**src/rtl/instruction_message_scroller.sv**
```systemverilog
// Feeds the 8-digit seven-segment instruction display: short messages are shown statically, longer ones scroll left.
// Optional macro SCROLL_LOOP_EN makes long messages scroll continuously with a blank separator.
module instruction_message_scroller #(
  parameter int MAX_CHARS   = 16,
  parameter int STEP_CYCLES = 25_000_000
) (
  input  logic                     clk,
  input  logic                     rst_n,
  input  logic                     start,
  input  logic                     abort,
  input  logic [5*MAX_CHARS-1:0]   msg,
  input  logic [4:0]               msg_len,
  output logic [39:0]              instruction,
  output logic                     busy,
  output logic                     done
);

  localparam int CNT_W = (STEP_CYCLES > 1) ? $clog2(STEP_CYCLES) : 1;

  localparam logic S_IDLE   = 1'b0;
  localparam logic S_SCROLL = 1'b1;

  logic                   state;
  logic [5*MAX_CHARS-1:0] msg_buf;
  logic [4:0]             len;
  logic [4:0]             idx;
  logic [CNT_W-1:0]       cnt;

  logic [4:0]  len_c;
  logic [39:0] first8;
  logic [4:0]  cur_char;
  logic [4:0]  ins_char;
  logic        step_hit;

  always_comb begin
    len_c = (msg_len > 5'(MAX_CHARS)) ? 5'(MAX_CHARS) : msg_len;

    // Char 0 lands in the leftmost digit; digits past len stay blank.
    first8 = '0;
    for (int unsigned i = 0; i < 8; i++) begin
      if (5'(i) < len_c)
        first8[5*(7-i) +: 5] = msg[5*i +: 5];
    end

    cur_char = '0;
    for (int unsigned i = 0; i < MAX_CHARS; i++) begin
      if (idx == 5'(i))
        cur_char = msg_buf[5*i +: 5];
    end

`ifdef SCROLL_LOOP_EN
    ins_char = (idx == len) ? 5'd0 : cur_char;
`else
    ins_char = cur_char;
`endif

    step_hit = (cnt == CNT_W'(STEP_CYCLES - 1));
  end

  always_ff @(posedge clk or negedge rst_n) begin
    if (!rst_n) begin
      state       <= S_IDLE;
      msg_buf     <= '0;
      len         <= '0;
      idx         <= '0;
      cnt         <= '0;
      instruction <= '0;
      busy        <= 1'b0;
      done        <= 1'b0;
    end else begin
      done <= 1'b0;
      if (abort) begin
        state       <= S_IDLE;
        instruction <= '0;
        busy        <= 1'b0;
        idx         <= '0;
        cnt         <= '0;
      end else if (start) begin
        msg_buf     <= msg;
        len         <= len_c;
        instruction <= first8;
        cnt         <= '0;
        if (len_c > 5'd8) begin
          idx   <= 5'd8;
          busy  <= 1'b1;
          state <= S_SCROLL;
        end else begin
          idx   <= '0;
          busy  <= 1'b0;
          done  <= 1'b1;
          state <= S_IDLE;
        end
      end else if (state == S_SCROLL) begin
        if (step_hit) begin
          cnt         <= '0;
          instruction <= {instruction[34:0], ins_char};
`ifdef SCROLL_LOOP_EN
          // idx == len is the blank separator slot before wrapping to char 0.
          idx <= (idx == len) ? 5'd0 : idx + 5'd1;
`else
          idx <= idx + 5'd1;
          if (idx == len - 5'd1) begin
            busy  <= 1'b0;
            done  <= 1'b1;
            state <= S_IDLE;
          end
`endif
        end else begin
          cnt <= cnt + CNT_W'(1);
        end
      end
    end
  end

endmodule

```
**config.mk**
```make
export PLATFORM = sky130hd
export DESIGN_NAME = instruction_message_scroller
export DESIGN_NICKNAME = d
export VERILOG_FILES = /design/src/rtl/instruction_message_scroller.sv
export SDC_FILE = /design/constraint.sdc
export NUM_CORES = 1
export LEC_CHECK = 0
export ABC_AREA = 1
export BUFFER_PORTS_ARGS = -buffer_cell sky130_fd_sc_hd__buf_4
export CORE_UTILIZATION = 60
export DETAILED_ROUTE_END_ITERATION = 7
export GPL_TIMING_DRIVEN = 0
export PLACE_DENSITY = 0.9
export SYNTH_ARGS = -nofsm -noshare
export SYNTH_HDL_FRONTEND = slang
export SYNTH_SLANG_ARGS = --single-unit
```
**constraint.sdc**
```tcl
create_clock -name clk -period 5.57 [get_ports clk]
set_clock_uncertainty 0.05 [all_clocks]
set_input_delay 1.114 -clock clk [delete_from_list [all_inputs] [get_ports clk]]
set_output_delay 1.114 -clock clk [all_outputs]
set_load 0.02 [all_outputs]
```
Word level (Yosys, flattened, before mapping)
Cells that the tools add are included.
{ "totals": {"ff_bits": 158, "in_bits": 89, "out_inout_bits": 42, "wordCells": 101} }
{ "classes": {"addsub": 3, "order_cmp": 10, "eq_ne": 17, "mux": 55, "bitwise": 1, "reduce_logical": 7} }
{ "op_table": {"columns": ["op", "n"], "rows": [
  ["$mux W40", 4],
  ["$mux W5", 29],
  ["$mux W25", 4],
  ["$eq A5 B4 Y1 const B", 8],
  ["$add A25 B1 Y25 const B", 1],
  ["$eq A25 B25 Y1 const B", 1],
  ["$eq A5 B3 Y1 const B", 4],
  ["$lt A3 B5 Y1 const A", 4],
  ["$mux W1", 17],
  ["$eq A5 B2 Y1 const B", 2],
  ["$lt A1 B5 Y1 const A", 2],
  ["$lt A2 B5 Y1 const A", 2],
  ["$reduce_bool A3 Y1", 3],
  ["$add A5 B1 Y5 const B", 1],
  ["$eq A5 B1 Y1 const B", 1],
  ["$eq A5 B5 Y1", 1],
  ["$gt A5 B4 Y1 const B", 1],
  ["$gt A5 B5 Y1 const B", 1],
  ["$logic_not A5 Y1", 1],
  ["$sub A5 B1 Y5 const B", 1],
  ["$mux W4", 1],
  ["$reduce_and A2 Y1", 2],
  ["$reduce_and A3 Y1", 1],
  ["$not A1 Y1", 1]
]} }

Depth between registers and ports, before layout
Gate-level depths: netlist (run 1).
{ "logic_depth": {"word_depth": 21, "mapped_depth": 23, "mapped_depth_nobuf": 23} }

Least setup slack after synthesis (run 1)
No wires, ideal clock.
{ "synth_path": {"path_type": "input -> register", "startpoint": "input port start", "endpoint": "register cnt[12]", "setup_time_ps": 127, "arrival_ps": 2281, "required_ps": 5393, "setup_slack_ps": 3112, "path_stages": 7, "n_path_buf": 1, "cell_sequence": "nor2_1 -> inv_1 -> nor2_1 -> clkbuf_1 -> nor3_1 -> o21ai_0 -> a21oi_1"} }
{ "synth_via": {"elab_chain_cells": 2, "elab_cells_between_ends": 3, "classes_between": "2 x mux; 1 x reduce/logical"} }
{ "synth_lines": {"columns": ["item", "line", "text"], "rows": [
  ["start, declared", "9", "input logic start,"],
  ["$mux W25", "78", "end else if (start) begin"],
  ["$mux W25", "72", "if (abort) begin"],
  ["end signal, assigned", "109", "cnt <= cnt + CNT_W'(1);"],
  ["end, declared", "27", "logic [CNT_W-1:0] cnt;"]
]} }
Parallel ways exist; a longest one is shown, timed or not.
A chain may end at the register's enable or synchronous reset.

Worst setup path after layout (run 1)
{ "layout_path": {"startpoint": "input port start", "endpoint": "register cnt[5]"} }
The elaborated chain is that of the path after synthesis.

==> results of run 1 <==
-- area by class of cell --
class	count	area share [%]
sequential	158	40.1
multi-input combinational	719	33.9
timing repair buffer	131	10.2
inverter	153	5.83
clock buffer	19	4.60
tap	172	2.18
clock inverter	10	1.65
buffer	33	1.55
-- power breakdown --
part	switching, mW	leakage, nW	internal, mW
registers	0.0682	2.04	1.26
logic	0.297	2.57	0.181
clock network	0.463	0.298	0.767
-- layout by cell type, fill, tap and decap left out, types with 6 or more instances in the layout --
cell,n
nand2_1,386
o21ai_1,25
nand4_1,6
inv_1,144
ha_1,7
nand3_1,40
xor2_1,12
o21ai_0,81
a31oi_1,8
nor2_1,54
dfrtp_1,158
inv_2,7
nor3_1,15
clkbuf_16,17
o22ai_1,29
clkbuf_1,20
buf_4,131
a21oi_1,19
-- metrics by stage --
stage	worst slack (ns)	instances
2_1_floorplan	3.11	1063
3_3_place_gp	2.37	1365
3_5_place_dp	2.28	1366
4_1_cts	2.66	1395
5_1_grt	2.57	1395
6_report	2.54	1395
-- Yosys cell counts (6+ instances only) --
library cell	number	area, um2
nand2_1	386	1450
ha_1	7	87.6
a31oi_1	8	50.1
clkbuf_1	20	75.1
o22ai_1	29	181
dfrtp_1	158	3950
nand4_1	6	37.5
o21ai_1	25	125
a21oi_1	19	95.1
nand3_1	40	200
nor2_1	54	203
inv_2	7	26.3
o21ai_0	81	405
inv_1	144	541
xor2_1	12	105
nor3_1	15	75.1
-- routing by layer --
metal	up-vias	global-route usage, %	part of all wire [%]
li1	3674	-	-
met1	3761	44.1	40
met2	491	54.8	47
met3	79	4.94	8.5
met4	0	18.2	4.3
met5	-	0	0
-- cell families (layout without fill, tap and decap cells) --
logic type | after synthesis | in the layout | share of synthesized area (%)
AOI/OAI and AO/OA | 174 | 174 | 12.0
xor gates and xnor gates | 15 | 15 | 1.64
adders and majority gates | 7 | 7 | 1.09
and+or+nand+nor | 523 | 523 | 26.9
DFF | 158 | 158 | 49.3
buffers and inverters | 186 | 346 | 9.07
-- flip-flops by register name, indices dropped and copies added, names as in the netlist --
register	flops
msg_buf	80
instruction	40
cnt	25
idx	5
len	5
busy	1
done	1
state	1
-- final timing paths --
kind | from | endpoint | slack [ns]
max in group asynchronous | rst_n | msg_buf[75]$_DFFE_PN0P_ | 4.01
min in group asynchronous | rst_n | instruction[33]$_DFFE_PN0P_ | 0.59
max | start | cnt[5]$_DFFE_PN0P_ | 2.54
min | msg_buf[64]$_DFFE_PN0P_ | msg_buf[64]$_DFFE_PN0P_ | 0.42
max reg2reg | idx[1]$_DFFE_PN0P_ | instruction[0]$_DFFE_PN0P_ | 2.72
min reg2reg | msg_buf[64]$_DFFE_PN0P_ | msg_buf[64]$_DFFE_PN0P_ | 0.42
-- critical path: stages --
cell and delay, ns:
buf_4 0.11, nor2_1 0.29, inv_1 0.28, nor2_1 0.52, clkbuf_1 0.49, nor2_1 0.18, nand3_1 0.14, nand2_1 0.10
nor2_1 0.13
==> results.py, run 1 <==
metrics = {
    "outcome": {
        "status": "finished clean",
    },
    "cts": {
        "clock-sinks": 158,
        "post-cts-setup-buffers": 0,
        "cts_buffers": 17,
        "hold_buffers": 0,
        "cts_resized": 0,
        "clock_latency_ns": 0.43,
        "ctsLongestPathBuffers": 2,
        "htreeDepth": 4,
        "root_buffer": "clkbuf_16",
        "tritoncts": "done",
        "clk_pin_slew_worst_paths_ns": 0.07,
    },
    "finish": {
        "multi_input_area_um2": 3340,
        "syn_to_final_growth_pct": 22.9,
        "final_core_util_pct": 76.9,
        "regArea_um2": 3950,
        "layout-drive-gt1-share_pct": 15.8,
        "fill_cells": 878,
        "finish.net_count": 1309,
        "num_antenna_cells": 0,
        "fin_area_um2": 9860,
    },
    "synth": {
        "ys_ff_latch": 158,
        "avgSynthCellArea_um2": 7.54,
        "seq_area_frac_synth_pct": 49.3,
        "synth_edf_count": 0,
        "synth.distinct_cells": 35,
        "async_flop_share_pct": 100,
        "syn_nets": 1159,
        "netlist_area_um2": 8020,
        "syn_inst": 1063,
        "synth-main-ff-cell": "dfrtp_1",
        "yosys_warnings": 0,
    },
    "sta": {
        "max_freq_mhz": 330,
        "fin_tns_setup_ns": 0,
        "slew_headroom_pct": 44.0,
        "drv_slew": 0,
        "rsz0062_at_grt": "no",
        "holdWs_ns": 0.417,
        "worst_pin_slew_ns": 0.834,
        "period_needed_ns": 3.03,
        "final_hold_viol_count": 0,
        "period_share_pct": 54.5,
        "setup_viol": 0,
    },
    "routing": {
        "via_per_inst": 5.74,
        "wl_mm": 22.4,
        "ant_nets": 0,
        "drc": 0,
        "first_pass_iters": 6,
        "dr_total_vias": 8005,
        "wl_per_cell_um": 16.1,
        "drtIter0Drc": 945,
    },
    "floorplan": {
        "num_rows": 41,
        "design.die.area_um2": 13800,
        "coreArea_um2": 12800,
        "die_y_um": 118,
        "die_w_um": 118,
        "ios": 131,
        "start_util_pct": 62.5,
    },
    "place": {
        "portBuffers": 130,
        "post-dp-hpwl_mm": 16.0,
        "placed_cell_area_um2": 9240,
        "place.gp.congestion": 0.919,
    },
    "critical_path": {
        "reg2reg_depth": 20,
        "arrival_ns": 3.35,
        "endpoint_kind": "flop",
        "crit_type": "input port to flop",
        "required_ns": 5.88,
        "cp_max_fo": 10,
        "start_kind": "input port",
    },
    "grt": {
        "antenna_found_initial": 0,
        "grt_pass1_vias": 7727,
        "grt_max_degree": 98,
        "overflow": 0,
        "track_usage_pct": 33.9,
        "grt_pass1_wl_mm": 37.0,
    },
    "min_path": {
        "hold_path_class": "flop to flop",
        "whs_path_depth": 2,
    },
    "power_and_ir_drop": {
        "power_mw": 3.04,
        "power_density_nw_per_um2": 308,
        "power.leakage_nw": 4.91,
        "vdd_drop_max_mv": 0.228,
    },
    "run": {
        "maxCapViolations": 0,
    },
}
Power figures use the tool's default switching activity.
==> run 2, diff against run 1 <==
- ABC_AREA: 1 -> 0
- CORE_UTILIZATION: 60 -> 52
- PLACE_DENSITY: 0.9 -> 0.83
- clock period: 5.57 -> 2.5 ns (I/O delays scaled with it)
==> run 2 against run 1 <==
  * Critical path type is now flop to flop
  * Die area grew 22%
  * Non-clock buffer count grew 33
  * Combinational power grew 96%
  * Routed wire length grew 18%
  * Synthesized cell count shrank 4.3%
  * Cell count is essentially flat
  * Critical path depth is the same
  * Largest cell class is now multi-input combinational cells
  * Clock-buffer cell count grew 1
  * Sequential share of layout area shrank 2.6 points
==> results.py, run 2 <==
metrics = {
    "finish": {
        "final_cell_mix": "329 x nand2_1, 156 x dfrtp_1, 138 x buf_4",
        "fin_cells": 1396,
        "largest_reg_flops": 80,
        "reg_top3": "msg_buf (80), instruction (40), cnt (25)",
        "layout-drive-gt1-share_pct": 20.6,
        "fill_cells": 1323,
        "num_antenna_cells": 0,
        "syn_to_final_growth_pct": 23.6,
        "finish.net_count": 1265,
        "regMostFlops": "msg_buf",
        "final_common_cell": "nand2_1",
    },
    "place": {
        "dpl.cell_count": 1362,
        "post-dp-hpwl_mm": 18.9,
        "portBuffers": 128,
        "place.gp.congestion": 0.984,
    },
    "sta": {
        "drv_slew": 0,
        "period_needed_ns": 2.44,
        "final_hold_viol_count": 0,
        "period_share_pct": 97.4,
        "worst_pin_slew_ns": 0.865,
        "max_freq_mhz": 411,
        "slew_headroom_pct": 41.8,
        "setup_viol": 0,
    },
    "critical_path": {
        "cp_slowest_cell": "dfrtp_2",
        "required_ns": 2.76,
        "path_delay_family": "compound AO/OA/AOI/OAI gates",
        "path_buf_inv": 3,
        "arrival_ns": 2.70,
        "crit_type": "flop to flop",
        "cpPeakStageDelay_ns": 0.45,
        "cp_max_fo": 10,
        "start_kind": "flop",
        "cp_cell_sequence": "inv_1, ha_2, clkbuf_4, buf_2, a2bb2oi_1, a31oi_1, a211oi_1, a2111oi_4, o21ai_1",
        "endpoint_kind": "flop",
    },
    "run": {
        "maxCapViolations": 0,
    },
    "floorplan": {
        "die_y_um": 130,
        "start_util_pct": 53.5,
        "ios": 131,
        "num_rows": 46,
        "design.die.area_um2": 16900,
        "coreArea_um2": 15900,
        "die_w_um": 130,
    },
    "power_and_ir_drop": {
        "power_density_nw_per_um2": 604,
        "switching_share_pct": 28.3,
        "p_comb_share_pct": 14.7,
        "p_clk_share_pct": 38.8,
        "p_int_mw": 4.57,
        "p_sw_mw": 1.80,
        "power_mw": 6.37,
        "vdd_drop_max_mv": 0.515,
        "p_seq_share_pct": 46.5,
        "power.leakage_nw": 4.90,
    },
    "min_path": {
        "hold_path_class": "input port to flop",
    },
    "cts": {
        "clock_latency_ns": 0.43,
        "clock-sinks": 158,
        "ctsLongestPathBuffers": 2,
        "root_buffer": "clkbuf_16",
        "htreeDepth": 4,
        "tritoncts": "done",
        "clk_pin_slew_worst_paths_ns": 0.06,
        "cts_buffers": 17,
    },
    "synth": {
        "synth_edf_count": 0,
        "yosysTopAreaCellShare_pct": 46.3,
        "yosysTopAreaCell": "dfrtp_1",
        "ys_ff_latch": 158,
        "synth_most_common_cell": "nand2_1",
        "synth.distinct_cells": 81,
        "netlist_area_um2": 8530,
        "async_flop_share_pct": 100,
        "seq_area_frac_synth_pct": 46.3,
        "synth_common_cells": "329 x nand2_1, 158 x dfrtp_1, 67 x a21oi_1",
        "syn_nets": 1113,
        "synthTopCellsByArea": "dfrtp_1 46%, nand2_1 14%, a21oi_1 3.9%, nor2b_1 3.0%, o21ai_0 2.9%",
        "synth-main-ff-cell": "dfrtp_1",
        "yosys_warnings": 0,
        "avgSynthCellArea_um2": 8.39,
        "syn_inst": 1017,
    },
    "routing": {
        "wl_mm": 26.5,
        "wl_per_cell_um": 19.0,
        "first_pass_iters": 5,
        "via_per_inst": 5.99,
        "dr_total_vias": 8367,
        "ant_nets": 0,
        "drtIter0Drc": 1016,
        "drc": 0,
    },
    "grt": {
        "antenna_found_initial": 0,
        "track_usage_pct": 32.3,
        "overflow": 0,
        "grt_pass1_vias": 7978,
        "grt_max_degree": 103,
        "grt_pass1_wl_mm": 41.4,
    },
    "outcome": {
        "status": "finished clean",
    },
}
run 2: changes by cell type after synthesis, moves of 9 or more:
cell      previous run  this run
o31ai_2              0        11
nor2b_1              0        41
nand3_1             40        22
clkbuf_1            20        43
nand2_1            386       329
o21ai_0             81        50
o21ai_1             25         9
inv_1              144        14
buf_2                5        16
nand2b_1             0         9
o31ai_1              0        25
a21oi_1             19        67
o22ai_1             29         6
nor2_1              54        43
run 2: kinds of logic (layout without fill, tap and decap cells):
family | Yosys count | count (layout) | synth area share [%]
buffers and inverters | 80 | 243 | 4.15
XOR/XNOR | 11 | 11 | 1.13
AO/OA/AOI/OAI | 235 | 235 | 18.4
flip-flops | 158 | 158 | 46.3
AND/OR/NAND/NOR | 526 | 526 | 29.0
adder cells (fa/ha/maj) | 7 | 7 | 1.03
run 2: layout make-up:
class | instances | area (um2) | share of cell area (%)
multi-input combinational | 779 | 4330 | 41.1
buffer | 61 | 323 | 3.06
inverter | 16 | 63.8 | 0.605
sequential | 158 | 3960 | 37.5
clock inverter | 10 | 91.3 | 0.866
tap | 216 | 270 | 2.56
timing repair buffer | 136 | 1050 | 9.97
clock buffer | 20 | 457 | 4.33
run 2: stage by stage:
stage                     hold WS, ns  cell area (um2)  utilization, %  setup WS [ns]  TNS [ns]
after floorplan                 0.154             8530               -         0.0319         0
after global placement          0.395             9760            61.2         -0.445     -2.72
after detailed placement        0.401             9800            61.5         -0.439     -2.88
after CTS                       0.200            10400            65.1        -0.0341   -0.0790
after global routing            0.215            10500            66.1        -0.0196   -0.0534
final                           0.206            10500            66.1         0.0646         0
run 2: power by group through the flow:
stage	clock network (mW)	logic, mW	registers [mW]
after CTS	2.48	0.920	2.95
final	2.47	0.939	2.96
after global placement	0	0.879	2.99
after global routing	2.58	1.03	2.98
after floorplan	0	0.457	2.98
after detailed placement	0	0.910	2.99
run 2: tightest hold or removal path: cells and delay by family:
| family | cells | cell delay [ns] |
|---|---|---|
| buffers and inverters | 1 | 0.08 |
| AND/OR/NAND/NOR | 2 | 0.09 |
run 2: routing by layer:
layer | global-route usage [%] | part of all wire (%) | vias up
met5 | 0 | 0 | -
met4 | 15.6 | 4.0 | 0
met3 | 6.81 | 9.0 | 83
met2 | 51.0 | 47 | 447
met1 | 42.5 | 40 | 4025
li1 | - | - | 3812
run 2: what timing repair did:
item                                    in CTS  in global routing
endpoints found under the hold margin       56                  0
gates cloned                                 0                  0
endpoints found under the setup margin       5                 38
resized for setup                           14                 38
pin swaps                                    0                  5
setup buffers                                0                  6
hold buffers                                 1                  0
run 2: final timing paths:
path / start / cells past startpoint / slack, ns / end
setup reg to reg: idx[0]$_DFFE_PN0P_ / 9 / 0.06 / instruction[1]$_DFFE_PN0P_
hold / removal: msg[53] / 3 / 0.21 / msg_buf[53]$_DFFE_PN0P_
max in group asynchronous: rst_n / 3 / 0.99 / idx[0]$_DFFE_PN0P_
min in group asynchronous: rst_n / 2 / 0.53 / msg_buf[60]$_DFFE_PN0P_
setup / recovery: idx[0]$_DFFE_PN0P_ / 9 / 0.06 / instruction[1]$_DFFE_PN0P_
hold reg to reg: msg_buf[49]$_DFFE_PN0P_ / 2 / 0.42 / msg_buf[49]$_DFFE_PN0P_
